## src/rtl/ring_decoder.sv

```systemverilog
// One-hot ring-counter decoder: hunts for, acquires and tracks a rotating 4-bit ring sequence.
// Optional revolution counter (rev_count/rev_tick) is built only when RING_DECODER_REV_COUNT_EN is defined.
module ring_decoder #(
  parameter int LOCK_CNT = 3,
  parameter int ERR_W    = 8
) (
  input  logic             clk,
  input  logic             rst,
  input  logic [3:0]       q,
  input  logic             in_valid,
  output logic [1:0]       idx,
  output logic             idx_valid,
  output logic             locked,
  output logic             err,
  output logic [ERR_W-1:0] err_count
`ifdef RING_DECODER_REV_COUNT_EN
  ,
  output logic [7:0]       rev_count,
  output logic             rev_tick
`endif
);

  typedef enum logic [1:0] {HUNT, ACQ, LOCKED} state_t;

  localparam logic [3:0] LOCK_TGT = 4'(LOCK_CNT);

  function automatic logic [ERR_W-1:0] sat_inc(input logic [ERR_W-1:0] v);
    return (&v) ? v : v + ERR_W'(1);
  endfunction

  function automatic logic [1:0] onehot_pos(input logic [3:0] v);
    case (v)
      4'b0010: return 2'd1;
      4'b0100: return 2'd2;
      4'b1000: return 2'd3;
      default: return 2'd0;
    endcase
  endfunction

  state_t           state_q, state_d;
  logic [3:0]       prev_q, prev_d;
  logic [3:0]       cnt_q, cnt_d;
  logic [1:0]       idx_q, idx_d;
  logic             idx_valid_q, idx_valid_d;
  logic             locked_q, locked_d;
  logic             err_q, err_d;
  logic [ERR_W-1:0] err_count_q, err_count_d;
  logic             legal, correct;
  logic [3:0]       cnt_inc;
`ifdef RING_DECODER_REV_COUNT_EN
  logic [7:0]       rev_count_q, rev_count_d;
  logic             rev_tick_q, rev_tick_d;
`endif

  always_comb begin
    legal       = $onehot(q);
    correct     = legal && (q == {prev_q[2:0], prev_q[3]});
    cnt_inc     = cnt_q + 4'd1;
    state_d     = state_q;
    prev_d      = prev_q;
    cnt_d       = cnt_q;
    idx_d       = idx_q;
    idx_valid_d = 1'b0;
    err_d       = 1'b0;
    err_count_d = err_count_q;
`ifdef RING_DECODER_REV_COUNT_EN
    rev_count_d = rev_count_q;
    rev_tick_d  = 1'b0;
`endif
    if (in_valid) begin
      case (state_q)
        HUNT: begin
          if (legal) begin
            prev_d  = q;
            cnt_d   = 4'd0;
            state_d = ACQ;
          end
        end
        ACQ: begin
          if (!legal) begin
            state_d = HUNT;
          end else if (correct) begin
            prev_d = q;
            cnt_d  = cnt_inc;
            // idx is loaded on the locking sample so it is valid as soon as locked rises
            if (cnt_inc == LOCK_TGT) begin
              state_d = LOCKED;
              idx_d   = onehot_pos(q);
            end
          end else begin
            prev_d = q;
            cnt_d  = 4'd0;
          end
        end
        LOCKED: begin
          if (correct) begin
            prev_d      = q;
            idx_d       = onehot_pos(q);
            idx_valid_d = 1'b1;
`ifdef RING_DECODER_REV_COUNT_EN
            if (q == 4'b0001) begin
              rev_count_d = rev_count_q + 8'd1;
              rev_tick_d  = 1'b1;
            end
`endif
          end else begin
            err_d       = 1'b1;
            err_count_d = sat_inc(err_count_q);
            cnt_d       = 4'd0;
            state_d     = HUNT;
          end
        end
        default: state_d = HUNT;
      endcase
    end
    locked_d = (state_d == LOCKED);
  end

  always_ff @(posedge clk) begin
    if (rst) begin
      state_q     <= HUNT;
      prev_q      <= 4'd0;
      cnt_q       <= 4'd0;
      idx_q       <= 2'd0;
      idx_valid_q <= 1'b0;
      locked_q    <= 1'b0;
      err_q       <= 1'b0;
      err_count_q <= '0;
`ifdef RING_DECODER_REV_COUNT_EN
      rev_count_q <= 8'd0;
      rev_tick_q  <= 1'b0;
`endif
    end else begin
      state_q     <= state_d;
      prev_q      <= prev_d;
      cnt_q       <= cnt_d;
      idx_q       <= idx_d;
      idx_valid_q <= idx_valid_d;
      locked_q    <= locked_d;
      err_q       <= err_d;
      err_count_q <= err_count_d;
`ifdef RING_DECODER_REV_COUNT_EN
      rev_count_q <= rev_count_d;
      rev_tick_q  <= rev_tick_d;
`endif
    end
  end

  assign idx       = idx_q;
  assign idx_valid = idx_valid_q;
  assign locked    = locked_q;
  assign err       = err_q;
  assign err_count = err_count_q;
`ifdef RING_DECODER_REV_COUNT_EN
  assign rev_count = rev_count_q;
  assign rev_tick  = rev_tick_q;
`endif

endmodule

```

## config.mk

```make
export PLATFORM = sky130hd
export DESIGN_NAME = ring_decoder
export DESIGN_NICKNAME = d
export VERILOG_FILES = /design/src/rtl/ring_decoder.sv
export SDC_FILE = /design/constraint.sdc
export NUM_CORES = 1
export LEC_CHECK = 0
export BUFFER_PORTS_ARGS = -buffer_cell sky130_fd_sc_hd__buf_2
export CORE_ASPECT_RATIO = 2
export CORE_MARGIN = 2
export CORE_UTILIZATION = 40
export DETAILED_ROUTE_END_ITERATION = 12
export GPL_TIMING_DRIVEN = 0
export PLACE_DENSITY = 0.64
export SLEW_MARGIN = 20
export SYNTH_ARGS = -nofsm -noshare
export SYNTH_HDL_FRONTEND = slang
export SYNTH_SLANG_ARGS = --single-unit
```

## constraint.sdc

```tcl
create_clock -name clk -period 2.7 [get_ports clk]
set_clock_uncertainty 0.15 [all_clocks]
set_input_delay 0.54 -clock clk [delete_from_list [all_inputs] [get_ports clk]]
set_output_delay 0.54 -clock clk [all_outputs]
set_load 0.02 [all_outputs]
```

==> impl_metrics.csv, run 1 <==
group,metric,value,unit
outcome,status,"completed",
power,ir_worst_vdd,0.000285,V
worst_setup_path,cp_cell_sequence,"buf_2, inv_2, fa_1, inv_1, ha_2, ha_4, nor3b_4, buf_4, a211oi_4, nand2_2, mux2_4",
worst_setup_path,critical_path.max_stage_delay,520,ps
route,drtPass1Iterations,4,
synth,syn_area,1380,um^2
global_route,grt_max_degree,14,
floorplanning,core_area,3340,um^2
power,total_power,0.685,mW
route,vias_per_cell,5.85,
placement,port_buffers,17,
timing,worst-slew-pin-transition,493,ps
synth,synth-seq-area-share,0.333,
min_path,hold_class,"flop to flop",
final_layout,fin_util,0.485,
route,postRouteAntennaNets,0,
min_path,worst_hold_startpoint,"idx[1]",
timing,final_hold_viol_count,0,
synth,postSynthNetCount,169,
route,routed-via-count,1223,
floorplanning,die_w,45.6,um
timing,finalWorstPathRequiredPeriod,2620,ps
final_layout,final_nets,193,
timing,fin_hold_ws,333,ps
cts,htreeDepth,1,
synth,post_synthesis_register_bit_count,23,
synth,synth_edf_count,0,
cts,post_cts_hold_buffer_count,0,
synth,synthesis.instances,154,
synth,ys.warnings.count,0,
worst_setup_path,crit_path_start,"q[0]",
worst_setup_path,cp_data_arrival_time,2630,ps
cts,cts-root-to-sink-buffers,2,
timing,fin_tns_setup,0,ps
timing,setup_repair_after_global_routing_missed_its_margin,"true",
synth,synth_area_per_cell,8.99,um^2
worst_setup_path,timing.critical_path.fanout_max,5,
global_route,grt_antenna_before_repair,0,
floorplanning,die_area,3970,um^2
final_layout,layout_commonest_cell,"sky130_fd_sc_hd__dfxtp_1",
flow_run,maxCapViolCount,0,
floorplanning,floorplan.io_pins,20,
synth,ys_types,46,
worst_setup_path,worstSetupStartpointType,"primary input",
synth,synth-async-reset-ratio,0,
synth,synth_top_family_by_area,"simple AND/OR/NAND/NOR gates",
synth,adder_cell_area_share_of_the_yosys_netlist,0.0778,
final_layout,sequential_cell_area,460,um^2
cts,worst_setup_hold_path_clk_slew,80,ps
synth,synth.area.mux_share,0.0769,
final_layout,fin_area,1620,um^2
final_layout,diode_count,0,
synth,synth-compound-area-share,0.153,
timing,finalSetupViolations,0,
global_route,grt_pass1_wl,5.06,mm
placement,dp_hpwl,2.46,mm
placement,post_dp_cell_area,1530,um^2
final_layout,layout.cells.most_common_list,"sky130_fd_sc_hd__dfxtp_1 (23), sky130_fd_sc_hd__nor2_1 (20), sky130_fd_sc_hd__buf_2 (17)",
cts,total_clock_buffers_created_by_cts,3,
cts,cts_tree,"done",
worst_setup_path,rr_startpoint,"err_count[0]",
final_layout,fill_cells,343,
timing,timing.slew.headroom,0.672,
route,avgRoutedWirePerCell,14.8,um
synth,share_of_the_synthesized_netlist_area_taken_by_xor_and_xnor_gates,0.0434,
worst_setup_path,end_kind,"flop",
worst_setup_path,kind_of_critical_path,"primary input to flop",
global_route,total_congestion_overflow_after_global_routing,0,
cts,clkSinkCount,23,
floorplanning,die_height,87.2,um
route,routed_wl,3.10,mm
timing,final_cycle_share,0.972,
final_layout,multi_input_combinational_cell_area,917,um^2
route,drcViolationCount,0,
timing,timing.fmax,381,MHz
global_route,grt_usage,0.168,
timing,slew_viol_final,0,
cts,buffer_type_at_the_clock_tree_root,"sky130_fd_sc_hd__clkbuf_8",
power,power.density_cell_area,423,nW/um^2
route,drtIter0Drc,39,
final_layout,area.growth.synth_to_final,17.1,%
synth,yosys.area_share.simple,0.276,
floorplanning,start_util,0.414,
placement,gpl.final_weighted_congestion,0.827,
worst_setup_path,worst_ep_required_time,2710,ps
synth,most_frequently_used_flop_master_after_synthesis,"sky130_fd_sc_hd__dfxtp_1",
cts,worstSkewPairLatency,260,ps
power,power_leakage,0.650,nW
final_layout,final_layout_size_suffix_gt1_frac,0.249,
floorplanning,rows,30,
global_route,first_global_vias,1224,
worst_setup_path,critical-path-slowest-cell,"sky130_fd_sc_hd__fa_1",
==> cells by family (layout without fill, tap and decap cells) <==
family | after synthesis | count (layout)
AND/OR/NAND/NOR | 69 | 69
flip-flops | 23 | 23
multiplexers | 10 | 10
XOR/XNOR | 6 | 6
adder cells (fa/ha/maj) | 8 | 8
AO/OA/AOI/OAI | 25 | 25
buffers and inverters | 13 | 36
==> cell type report <==
cell class / instances / area share
buffer: 4 / 0.0139
clock buffer: 3 / 0.0255
clock inverter: 1 / 0.00309
inverter: 9 / 0.0208
multi-input combinational: 118 / 0.566
sequential: 23 / 0.284
tap: 32 / 0.0247
timing repair buffer: 19 / 0.0618
==> cells in the mapped netlist, types with 2 or more instances <==
master,instances,share of area
sky130_fd_sc_hd__or4_1,2,0.011
sky130_fd_sc_hd__nand3_1,7,0.025
sky130_fd_sc_hd__mux2i_1,8,0.058
sky130_fd_sc_hd__o41ai_1,2,0.013
sky130_fd_sc_hd__ha_1,7,0.063
sky130_fd_sc_hd__a21oi_1,9,0.033
sky130_fd_sc_hd__clkbuf_1,2,0.0054
sky130_fd_sc_hd__nand4_1,4,0.018
sky130_fd_sc_hd__inv_1,9,0.024
sky130_fd_sc_hd__nor2_1,21,0.057
sky130_fd_sc_hd__a21o_1,2,0.011
sky130_fd_sc_hd__a31oi_1,2,0.0090
sky130_fd_sc_hd__nand3b_1,2,0.011
sky130_fd_sc_hd__a21oi_2,2,0.013
sky130_fd_sc_hd__nand2b_1,4,0.018
sky130_fd_sc_hd__nor3_1,4,0.014
sky130_fd_sc_hd__nand2_1,8,0.022
sky130_fd_sc_hd__nor2b_1,6,0.027
sky130_fd_sc_hd__dfxtp_1,23,0.33
sky130_fd_sc_hd__xnor2_1,4,0.025
==> through the flow <==
stage	instances	setup slack [ps]
floorplan	154	-1.25
global placement	203	-265
detailed placement	203	-326
CTS	207	17.2
global route	209	-3.15
finish	209	76.4
==> registers in the layout, indices dropped and copies added, names as in the netlist <==
signal and count:
err_count 8, locked 1, cnt_q 4, idx 2, idx_valid 1, state_q 2, err 1, prev_q 4
==> power by group <==
part           switching, mW  internal [mW]  total, mW
Sequential           0.00524          0.344      0.349
Combinational         0.0675         0.0543      0.122
Clock                  0.111          0.103      0.214
Total                  0.184          0.501      0.685
==> worst max-delay path, delay by kind of cell <==
family                     cells  cell delay (ps)
AOI/OAI and AO/OA              1              300
adders and majority gates      3              970
buffers and inverters          4              370
and+or+nand+nor                2              130
muxes                          1              300
==> metal layers <==
metal,part of all wire,vias up,global-route usage
li1,-,593,-
met1,0.36,588,0.165
met2,0.59,34,0.324
met3,0.029,8,0.0187
met4,0.022,0,0.0695
met5,0,-,0
==> worst paths after layout <==
kind | end | slack [ps] | cells after the start
max | err_count[3] | 80 | 11
min | idx[1] | 330 | 2
max reg2reg | err_count[4] | 680 | 6
min reg2reg | idx[1] | 330 | 2
==> repair_timing <==
action,4_1_cts,5_1_grt
buffers inserted,0,2
resized for setup,1,6
endpoints found under the setup margin,2,13
pin swaps,0,5
Power figures use the tool's default switching activity.
==> run 2, diff against run 1 <==
--- a/config.mk
+++ b/config.mk
@@ -8,10 +8,10 @@
 export BUFFER_PORTS_ARGS = -buffer_cell sky130_fd_sc_hd__buf_2
 export CORE_ASPECT_RATIO = 2
 export CORE_MARGIN = 2
-export CORE_UTILIZATION = 40
+export CORE_UTILIZATION = 25
 export DETAILED_ROUTE_END_ITERATION = 12
 export GPL_TIMING_DRIVEN = 0
-export PLACE_DENSITY = 0.64
+export PLACE_DENSITY = 0.46
 export SLEW_MARGIN = 20
 export SYNTH_ARGS = -nofsm -noshare
 export SYNTH_HDL_FRONTEND = slang
==> impl_metrics.csv, run 2 (synthesis results as in run 1) <==
group,metric,value,unit
global_route,grt_max_degree,14,
final_layout,number_of_flip_flops_under_the_largest_register_name,8,
worst_setup_path,worstRegToRegCells,6,
floorplanning,start_util,0.258,
route,routed_wl,3.39,mm
min_path,worst_hold_startpoint,"idx[1]",
timing,slew_viol_final,0,
cts,worst_setup_hold_path_clk_slew,90,ps
cts,post_cts_hold_buffer_count,0,
global_route,grt_antenna_before_repair,0,
flow_run,maxCapViolCount,0,
route,routed-via-count,1203,
final_layout,area.growth.synth_to_final,23.1,%
timing,timing.slew.headroom,0.669,
floorplanning,die_height,109,um
final_layout,sequential_cell_area,460,um^2
global_route,total_congestion_overflow_after_global_routing,0,
final_layout,diode_count,0,
route,avgRoutedWirePerCell,14.1,um
worst_setup_path,critical-path-slowest-cell,"sky130_fd_sc_hd__fa_1",
worst_setup_path,worst_ep_required_time,2720,ps
worst_setup_path,register_to_register_setup_slack,640,ps
worst_setup_path,worstSetupStartpointType,"primary input",
route,vias_per_cell,5.01,
floorplanning,rows,38,
floorplanning,die_area,6180,um^2
placement,numPlacedInstances,231,
timing,timing.fmax,381,MHz
timing,final_hold_viol_count,0,
final_layout,layout_commonest_cell,"sky130_fd_sc_hd__dfxtp_1",
timing,finalWorstPathRequiredPeriod,2630,ps
timing,finalSetupViolations,0,
power,power_leakage,0.669,nW
timing,worst-slew-pin-transition,497,ps
final_layout,final_layout_size_suffix_gt1_frac,0.283,
placement,post_dp_cell_area,1570,um^2
cts,htreeDepth,1,
worst_setup_path,critical_path.max_stage_delay,490,ps
timing,setup_repair_after_global_routing_missed_its_margin,"true",
min_path,min_delay_worst_endpoint,"idx[1]",
min_path,hold_class,"flop to flop",
route,drcViolationCount,0,
cts,clkSinkCount,23,
final_layout,fin_area,1700,um^2
worst_setup_path,kind_of_critical_path,"primary input to flop",
global_route,grt_pass1_wl,5.46,mm
floorplanning,die_w,56.6,um
cts,cts_tree,"done",
placement,gpl.final_weighted_congestion,0.747,
power,total_power,0.716,mW
global_route,grt_usage,0.113,
cts,cts-root-to-sink-buffers,2,
cts,buffer_type_at_the_clock_tree_root,"sky130_fd_sc_hd__clkbuf_8",
final_layout,multi_input_combinational_cell_area,940,um^2
final_layout,instances_no_fill,240,
worst_setup_path,rr_startpoint,"cnt_q[0]",
final_layout,layout.cells.most_common_list,"sky130_fd_sc_hd__dfxtp_1 (23), sky130_fd_sc_hd__nor2_1 (19), sky130_fd_sc_hd__buf_2 (16)",
worst_setup_path,critical_path.reg2reg.endpoint,"state_q[0]",
power,power.density_cell_area,420,nW/um^2
cts,total_clock_buffers_created_by_cts,3,
cts,worstSkewPairLatency,270,ps
route,drtPass1Iterations,4,
route,drtIter0Drc,24,
final_layout,fin_util,0.317,
placement,dp_hpwl,2.55,mm
worst_setup_path,end_kind,"flop",
min_path,min_path_cells,2,
worst_setup_path,timing.critical_path.fanout_max,5,
worst_setup_path,cp_data_arrival_time,2650,ps
final_layout,fill_cells,590,
route,postRouteAntennaNets,0,
placement,port_buffers,17,
power,ir_worst_vdd,0.000189,V
final_layout,final_nets,196,
floorplanning,floorplan.io_pins,20,
outcome,status,"completed",
timing,final_cycle_share,0.973,
floorplanning,core_area,5370,um^2
global_route,first_global_vias,1242,
worst_setup_path,cp_cell_sequence,"buf_2, inv_2, fa_1, inv_1, ha_2, ha_4, nor3b_4, buf_4, a211oi_4, nand2_2, mux2_4",
==> run 2: area by class of cell <==
class | instances | share of cell area
timing repair buffer | 22 | 0.0735
tap | 60 | 0.0441
inverter | 9 | 0.0198
buffer | 4 | 0.0132
sequential | 23 | 0.270
clock inverter | 1 | 0.00294
multi-input combinational | 118 | 0.552
clock buffer | 3 | 0.0242
==> run 2: critical path: cells and delay by family <==
family / cells / cell delay [ps]
AOI/OAI and AO/OA: 1 / 330
adders and majority gates: 3 / 950
buffers and inverters: 4 / 400
muxes: 1 / 300
and+or+nand+nor: 2 / 140
==> run 2: power by group <==
part | switching [mW] | internal (mW)
clock network | 0.125 | 0.103
registers | 0.00530 | 0.344
logic | 0.0732 | 0.0641
total | 0.204 | 0.512
==> run 2: how the worst max path moves through the flow <==
| stage | startpoint | endpoint | slack (ps) | depth (start not counted) |
|---|---|---|---|---|
| 5_1_grt | q[1] | err_count[3] | -30 | 11 |
| 3_5_place_dp | q[0] | locked | -390 | 11 |
| 2_1_floorplan | q[3] | err_count[4] | -1 | 10 |
| 3_3_place_gp | q[0] | locked | -390 | 11 |
| 4_1_cts | q[0] | cnt_q[2] | 9 | 11 |
| 6_report | q[1] | err_count[3] | 70 | 11 |
==> run 2: stage by stage <==
| step | setup slack, ps | hold WS [ps] | setup TNS (ps) |
|---|---|---|---|
| after global placement | -386 | 321 | -3880 |
| after floorplan | -1.25 | 335 | -1.25 |
| after global routing | -34.4 | 365 | -36.8 |
| after detailed placement | -388 | 326 | -4110 |
| final | 72.5 | 329 | 0 |
| after CTS | 9.42 | 341 | 0 |
==> run 2: repair_timing <==
item / 4_1_cts / 5_1_grt
setup buffers: 0 / 5
resized for setup: 3 / 10
pin swaps: 1 / 6
endpoints found under the setup margin: 3 / 15
==> run 2: routing by layer <==
metal  vias up  track usage  wire length (um)
li1        600            -                 -
met3         5       0.0166                81
met2        18        0.228              1920
met1       580        0.113              1350
met5         -            0                 0
met4         0       0.0374                38
